==> src/rtl/riscv_multicycle_fsm.sv <==
// Main control FSM of the multicycle RISC-V core.
// Sequences fetch/decode/execute/memory/writeback over the shared datapath.
module riscv_multicycle_fsm #(
    parameter int ST_W = 4
) (
    input  logic            clk,
    input  logic            reset,
    input  logic [6:0]      opcode,
    input  logic [2:0]      Funct3,
    input  logic [6:0]      Funct7,
    input  logic            zero,
    input  logic            mem_ready,
    output logic            PCWrite,
    output logic            AdrSrc,
    output logic            IRWrite,
    output logic            MemWrite,
    output logic            RegWrite,
    output logic [1:0]      ALUSrcA,
    output logic [1:0]      ALUSrcB,
    output logic [1:0]      ResultSrc,
    output logic [2:0]      ImmSrc,
    output logic [3:0]      ALUOp,
    output logic            illegal_op,
    output logic [ST_W-1:0] state_o
);

    typedef enum logic [ST_W-1:0] {
        FETCH    = ST_W'(0),
        DECODE   = ST_W'(1),
        MEMADR   = ST_W'(2),
        MEMREAD  = ST_W'(3),
        MEMWB    = ST_W'(4),
        MEMWRITE = ST_W'(5),
        EXECR    = ST_W'(6),
        EXECI    = ST_W'(7),
        ALUWB    = ST_W'(8),
        BRANCH   = ST_W'(9),
        JAL      = ST_W'(10),
        JALR     = ST_W'(11),
        JLINK    = ST_W'(12),
        AUIPC    = ST_W'(13)
    } state_t;

    localparam logic [6:0] OP_LW    = 7'h03;
    localparam logic [6:0] OP_SW    = 7'h23;
    localparam logic [6:0] OP_R     = 7'h33;
    localparam logic [6:0] OP_I     = 7'h13;
    localparam logic [6:0] OP_BR    = 7'h63;
    localparam logic [6:0] OP_JAL   = 7'h6F;
    localparam logic [6:0] OP_JALR  = 7'h67;
    localparam logic [6:0] OP_AUIPC = 7'h17;

    localparam logic [3:0] ALU_ADD = 4'b0010;
    localparam logic [3:0] ALU_SUB = 4'b0011;
    localparam logic [3:0] ALU_MUL = 4'b0111;
    localparam logic [3:0] ALU_SLL = 4'b0100;
    localparam logic [3:0] ALU_SRL = 4'b0101;
    localparam logic [3:0] ALU_SLT = 4'b0110;

    state_t state, next;
    logic   pc_write, ir_write, mem_write, reg_write, illegal;

    always_ff @(posedge clk or negedge reset) begin
        if (!reset) state <= FETCH;
        else        state <= next;
    end

    always_comb begin
        next      = FETCH;
        pc_write  = 1'b0;
        ir_write  = 1'b0;
        mem_write = 1'b0;
        reg_write = 1'b0;
        illegal   = 1'b0;
        AdrSrc    = 1'b0;
        ALUSrcA   = 2'b00;
        ALUSrcB   = 2'b00;
        ResultSrc = 2'b00;
        ImmSrc    = 3'b000;
        ALUOp     = ALU_ADD;
        case (state)
            FETCH: begin
                ALUSrcB   = 2'b10;
                ResultSrc = 2'b10;
                pc_write  = mem_ready;
                ir_write  = mem_ready;
                next      = mem_ready ? DECODE : FETCH;
            end
            DECODE: begin
                ALUSrcA = 2'b01;
                ALUSrcB = 2'b01;
                if (opcode == OP_BR)       ImmSrc = 3'b010;
                else if (opcode == OP_JAL) ImmSrc = 3'b011;
                case (opcode)
                    OP_LW, OP_SW: next = MEMADR;
                    OP_R:         next = EXECR;
                    OP_I:         next = EXECI;
                    OP_BR:        next = BRANCH;
                    OP_JAL:       next = JAL;
                    OP_JALR:      next = JALR;
                    OP_AUIPC:     next = AUIPC;
                    default: begin
                        illegal = 1'b1;
                        next    = FETCH;
                    end
                endcase
            end
            MEMADR: begin
                ALUSrcA = 2'b10;
                ALUSrcB = 2'b01;
                ImmSrc  = (opcode == OP_SW) ? 3'b001 : 3'b000;
                next    = (opcode == OP_SW) ? MEMWRITE : MEMREAD;
            end
            MEMREAD: begin
                AdrSrc = 1'b1;
                next   = mem_ready ? MEMWB : MEMREAD;
            end
            MEMWB: begin
                ResultSrc = 2'b01;
                reg_write = 1'b1;
            end
            MEMWRITE: begin
                AdrSrc    = 1'b1;
                mem_write = 1'b1;
                next      = mem_ready ? FETCH : MEMWRITE;
            end
            EXECR: begin
                ALUSrcA = 2'b10;
                case (Funct7)
                    7'b0000001: ALUOp = ALU_MUL;
                    7'b0100000: ALUOp = ALU_SUB;
                    default:    ALUOp = ALU_ADD;
                endcase
                next = ALUWB;
            end
            EXECI: begin
                ALUSrcA = 2'b10;
                ALUSrcB = 2'b01;
                case (Funct3)
                    3'b001:  ALUOp = ALU_SLL;
                    3'b101:  ALUOp = ALU_SRL;
                    3'b010:  ALUOp = ALU_SLT;
                    default: ALUOp = ALU_ADD;
                endcase
                next = ALUWB;
            end
            ALUWB: reg_write = 1'b1;
            BRANCH: begin
                ALUSrcA  = 2'b10;
                ALUOp    = ALU_SUB;
                pc_write = ((Funct3 == 3'b000) & zero) |
                           ((Funct3 == 3'b001) & ~zero);
            end
            JAL: begin
                ALUSrcA  = 2'b01;
                ALUSrcB  = 2'b10;
                pc_write = 1'b1;
                next     = ALUWB;
            end
            JALR: begin
                ALUSrcA   = 2'b10;
                ALUSrcB   = 2'b01;
                ResultSrc = 2'b10;
                pc_write  = 1'b1;
                next      = JLINK;
            end
            // rs1 was consumed in JALR, so rd == rs1 is safe here
            JLINK: begin
                ALUSrcA   = 2'b01;
                ALUSrcB   = 2'b10;
                ResultSrc = 2'b10;
                reg_write = 1'b1;
            end
            AUIPC: begin
                ALUSrcA = 2'b01;
                ALUSrcB = 2'b01;
                ImmSrc  = 3'b100;
                next    = ALUWB;
            end
            default: next = FETCH;
        endcase
    end

    assign PCWrite    = pc_write & reset;
    assign IRWrite    = ir_write & reset;
    assign MemWrite   = mem_write & reset;
    assign RegWrite   = reg_write & reset;
    assign illegal_op = illegal & reset;
    assign state_o    = state;

endmodule
==> config.mk <==
export PLATFORM = sky130hd
export DESIGN_NAME = riscv_multicycle_fsm
export DESIGN_NICKNAME = d
export VERILOG_FILES = /design/src/rtl/riscv_multicycle_fsm.sv
export SDC_FILE = /design/constraint.sdc
export NUM_CORES = 1
export LEC_CHECK = 0
export CORE_UTILIZATION = 31
export DETAILED_ROUTE_END_ITERATION = 10
export DONT_BUFFER_PORTS = 1
export GPL_TIMING_DRIVEN = 0
export HOLD_SLACK_MARGIN = 0.1
export MAX_ROUTING_LAYER = met4
export PLACE_DENSITY = 0.56
export REMOVE_ABC_BUFFERS = 1
export SLEW_MARGIN = 5
export SYNTH_ARGS = -nofsm -noshare
export SYNTH_HDL_FRONTEND = slang
export SYNTH_SLANG_ARGS = --single-unit
==> constraint.sdc <==
create_clock -name clk -period 5.1 [get_ports clk]
set_clock_uncertainty 0.15 [all_clocks]
set_input_delay 1.53 -clock clk [delete_from_list [all_inputs] [get_ports clk]]
set_output_delay 1.53 -clock clk [all_outputs]
set_load 0.005 [all_outputs]
After elaboration in Yosys (flattened, before gate mapping)
Cells that the tools add are included.
Widths: inputs -> output; s select.
{ "totals": {"register_bits": 4, "latch_bits": 0, "ramBits": 0, "rom_bits": 0, "input_bits": 21, "out_inout_bits": 23, "wordCells": 72, "n_memories": 0} }
{ "op_classes": {"addsub": 0, "mul": 0, "n_div": 0, "n_lt_le_gt_ge": 0, "n_eq_ne": 26, "shifts": 0, "muxes": 23, "n_bitwise": 9, "reduce_logical": 13} }
{ "op_table": {"columns": ["operator", "n"], "rows": [
  ["$pmux 4 s7", 2],
  ["$pmux 3 s3", 3],
  ["$eq 4x4->1 const B", 6],
  ["$eq 7x6->1 const B", 3],
  ["$eq 7x7->1 const B", 3],
  ["$eq 4x3->1 const B", 4],
  ["$eq 7x5->1 const B", 2],
  ["$pmux 2 s2", 3],
  ["$reduce_or 5->1", 2],
  ["$mux 3", 3],
  ["$reduce_or 3->1", 3],
  ["$eq 4x2->1 const B", 2],
  ["$mux 1", 8],
  ["$reduce_or 4->1", 2],
  ["$reduce_or 8->1", 1],
  ["$and 1x1->1", 7],
  ["$eq 7x1->1 const B", 1],
  ["$eq 7x2->1 const B", 1],
  ["$pmux 3 s2", 1],
  ["$reduce_or 2->1", 3],
  ["$eq 4x1->1 const B", 1],
  ["$logic_not 4->1", 1],
  ["$mux 2", 2],
  ["$eq 3x1->1 const B", 1],
  ["other kinds (6)", 6]
]} }

Longest topological paths before layout
Gate-level depths: netlist of the first run.
{ "depth": {"word_depth": 5, "mapped_depth": 6} }

Worst setup path before layout of the first run
No wires, ideal clock.
{ "synth_path": {"path_type": "input port to output port", "from": "input port opcode[2]", "to": "output port ImmSrc[0]", "t_arrival_ns": 2.298, "required_time_ns": 3.420, "setup_slack_ns": 1.122, "stages": 5, "n_path_buf": 1, "cell_sequence": "buf_2 nor3_2 nand4_1 or2_1 o31ai_1"} }
{ "synth_between": {"elab_chain_cells": 4, "elab_cells_between_ends": 7} }
{ "synth_rtl": {"columns": ["element", "line", "text"], "rows": [
  ["start, declared", "8", "input logic [6:0] opcode,"],
  ["$eq 7x7->1", "93", "else if (opcode == OP_JAL) ImmSrc = 3'b011;"],
  ["$mux 2", "93", null],
  ["$mux 2", "92", "if (opcode == OP_BR) ImmSrc = 3'b010;"],
  ["$pmux 3 s3 (*)", "81", "case (state)"],
  ["end, declared", "21", "output logic [2:0] ImmSrc,"]
]} }
Every way passes the cells marked *; elsewhere a longest branch is shown, timed or not.

Worst setup path in the final report of the first run
{ "layout_path": {"from": "input port opcode[5]", "to": "output port illegal_op"} }
{ "layout_between": {"elab_chain_cells": 5, "elab_cells_between_ends": 12} }
{ "layout_rtl": {"columns": ["element", "line", "text"], "rows": [
  ["$eq 7x7->1, or another cell as far along", "94", "case (opcode)"],
  ["$reduce_or 8->1 (no source line) (*)", null, null],
  ["$mux 1 (*)", "94", null],
  ["$mux 1 (*)", "81", null],
  ["$and 1x1->1 (*)", "188", "assign illegal_op = illegal & reset;"],
  ["end, declared", "23", "output logic illegal_op,"]
]} }
Marked as above.

==> impl_metrics.py, run 1 <==
metrics = {
    "run_status": {
        "status": "completed",
    },
    "routing": {
        "vias_per_cell": 5.94,
        "drt_wl_total_um": 1960,
        "drtIter0Drc": 7,
        "wl_per_cell_um": 14.7,
        "vias": 790,
        "ant_nets": 0,
        "drt_first_pass_iters": 4,
        "route.detailed.drc": 0,
    },
    "placed_design": {
        "place_area_sq_um": 751,
        "dpl.hpwl_um": 1430,
        "dp_slack_ps": 1180,
        "place_inst": 130,
        "port_buffers": 0,
        "routabilityCongestion": 0.800,
    },
    "finish": {
        "final_cells": 133,
        "final_cell_mix": "nand2_1, nor2_1, nand2b_1",
        "final_common_cell": "nand2_1",
        "final_core_utilization_pct": 33.7,
        "seq_area_sq_um": 100,
        "multi_input_area_sq_um": 612,
        "stdcell_area_sq_um": 773,
        "nFillCells": 263,
        "syn2layout_area_growth_pct": -0.643,
        "n_antenna_cell": 0,
        "drive_above_1_share_pct": 9.52,
        "largest_reg_flops": 4,
        "fin_nets": 128,
    },
    "synth": {
        "synth_flop_cell": "dfrtp_1",
        "synth-seq-cells": 4,
        "ys.warnings.count": 0,
        "ys_types": 46,
        "seq_area_frac_synth_pct": 12.9,
        "synth.avg_cell_area_sq_um": 6.95,
        "syn_area_sq_um": 778,
        "async_flop_share_pct": 100,
        "synth_cells": 112,
        "synth-edff-count": 0,
    },
    "grt": {
        "track_usage_pct": 15.4,
        "antenna_found_initial": 0,
        "first_global_vias": 684,
        "grt_max_degree": 23,
        "grt_pass1_wl_um": 2970,
        "overflow": 0,
    },
    "sta": {
        "fin_worst_hold_slack_ps": 748,
        "tns_ps": 0,
        "layout_min_cycle_time_ps": 3910,
        "hold_viol_final": 0,
        "drv_slew": 0,
        "finalSetupViolations": 0,
        "relSlewSlack_pct": 48.1,
        "setup_ws_ps": 1190,
        "tightestPinTransition_ps": 778,
        "finalCritPeriodShare_pct": 76.7,
        "rsz0062_at_grt": "false",
        "fmax_mhz": 256,
    },
    "worst_setup_path": {
        "r2r_cells": 4,
        "critical-path-top-delay-family": "simple AND/OR/NAND/NOR gates",
        "cp_max_fo": 6,
        "cp.required_ps": 3420,
        "worstSetupPathType": "input pin to primary output",
        "worstSetupEndpointType": "primary output",
        "cp_slowest_stage_delay_ps": 260,
        "cp_data_arrival_time_ps": 2230,
        "crit_path_top_delay_cell": "a221oi_1",
        "crit_chain": "nor2b_1 -> nand2_1 -> a221oi_1 -> nor2_1",
        "startpoint_type": "input pin",
        "crit_buf_inv": 0,
        "cp.depth": 4,
    },
    "clock_network": {
        "hold_buffers": 0,
        "numCtsBuffers": 3,
        "clk_latency_ps": 240,
        "cts.path.max_buffers": 2,
        "cts.sinks": 4,
        "cts_root_buffer": "clkbuf_4",
        "tritoncts": "yes",
        "cts.repair.resized": 0,
        "post_cts_buffers": 0,
        "path_clk_slew_ps": 40,
        "htree_levels": 1,
    },
    "power_and_ir_drop": {
        "p_leak_nw": 0.287,
        "p_clk_share_pct": 24.7,
        "p_switching_uw": 66.5,
        "internal_power_uw": 92.6,
        "ir_drop_v": 0.0000839,
        "p_per_area_nw_per_um2": 206,
        "combPwrFrac_pct": 40.7,
        "netSwitchingFraction_pct": 41.8,
        "p_seq_share_pct": 34.6,
        "finalPower_uw": 159,
    },
    "die": {
        "initial_utilization_pct": 33.9,
        "die_area_sq_um": 2710,
        "coreArea_sq_um": 2300,
        "io_pins": 44,
        "fp.dieH_um": 52.1,
        "die_w_um": 52.1,
        "row_count": 17,
    },
    "worst_hold_path": {
        "hold_class": "flop to flop",
        "whs_path_depth": 1,
    },
    "job": {
        "drv_cap": 0,
    },
}
-- synthesized netlist by cell type, types with 3 or more instances --
cell	number	area (sq um)
a21oi_1	5	25.0
buf_2	5	25.0
buf_4	5	37.5
dfrtp_1	4	100
nand2_1	12	45.0
nand2b_1	6	37.5
nor2_1	11	41.3
nor2b_1	4	25.0
nor3_1	5	25.0
nor3b_1	3	22.5
o21ai_0	3	15.0
o21ai_1	3	15.0
xnor2_1	3	26.3
xor2_1	3	26.3
-- metal layers --
layer | routed length (um) | vias up | share of wire [%] | global-route usage [%]
met5 | 0 | - | 0 | -
met4 | 24 | 0 | 1.2 | 8.11
met3 | 177 | 3 | 9.0 | 2.34
met2 | 821 | 43 | 42 | 22.6
met1 | 936 | 358 | 48 | 20.0
li1 | - | 386 | - | -
-- kinds of logic after synthesis --
family | Yosys count | synth area share (%)
and+or+nand+nor | 59 | 43.7
AOI/OAI and AO/OA | 30 | 26.2
buffers and inverters | 11 | 8.52
xor gates and xnor gates | 6 | 6.75
DFF | 4 | 12.9
muxes | 1 | 1.45
other | 1 | 0.482
-- cell type report --
| type | instances | area share (%) |
|---|---|---|
| clock buffers | 3 | 2.91 |
| inverters | 1 | 0.485 |
| multi-input cells | 97 | 79.1 |
| flip-flops and latches | 4 | 12.9 |
| well taps | 28 | 4.53 |
-- power groups by stage --
stage / clock, mW / combinational (mW) / sequential (mW)
6_report: 0.0393 / 0.0647 / 0.0550
5_1_grt: 0.0426 / 0.0736 / 0.0576
4_1_cts: 0.0410 / 0.0657 / 0.0553
3_5_place_dp: 0 / 0.0653 / 0.0558
3_3_place_gp: 0 / 0.0640 / 0.0547
2_1_floorplan: 0 / 0.0559 / 0.0497
-- worst paths after layout --
path,startpoint,end,slack (ps)
setup / recovery,opcode[5],illegal_op,1190
hold / removal,state_o[0],state_o[1],750
setup reg to reg,state_o[1],state_o[0],3290
hold reg to reg,state_o[0],state_o[1],750
max in group asynchronous,reset,state_o[3],3890
min in group asynchronous,reset,state_o[2],840
Power figures use the tool's default switching activity.
==> inputs of run 2 (changes only) <==
==> constraint.sdc (replaced) <==
create_clock -name clk -period 3.63 [get_ports clk]
set_clock_uncertainty 0.15 [all_clocks]
set_input_delay 1.089 -clock clk [delete_from_list [all_inputs] [get_ports clk]]
set_output_delay 1.089 -clock clk [all_outputs]
set_load 0.005 [all_outputs]
==> results of run 2 <==
Same layout as run 1 (identical final DEF). Status: completed.
Among the figures that moved: setup slack after placement 1180 ps -> 593 ps; setup slack after layout 1190 ps -> 583 ps; hold slack 748 ps -> 398 ps; start point of the critical path opcode[5] -> state_o[2]; end point of the critical path illegal_op -> ALUOp[0]; register-to-register setup slack 3290 ps -> 1820 ps; total power 0.159 mW -> 0.223 mW; worst IR drop on VDD 0.0000839 V -> 0.000118 V
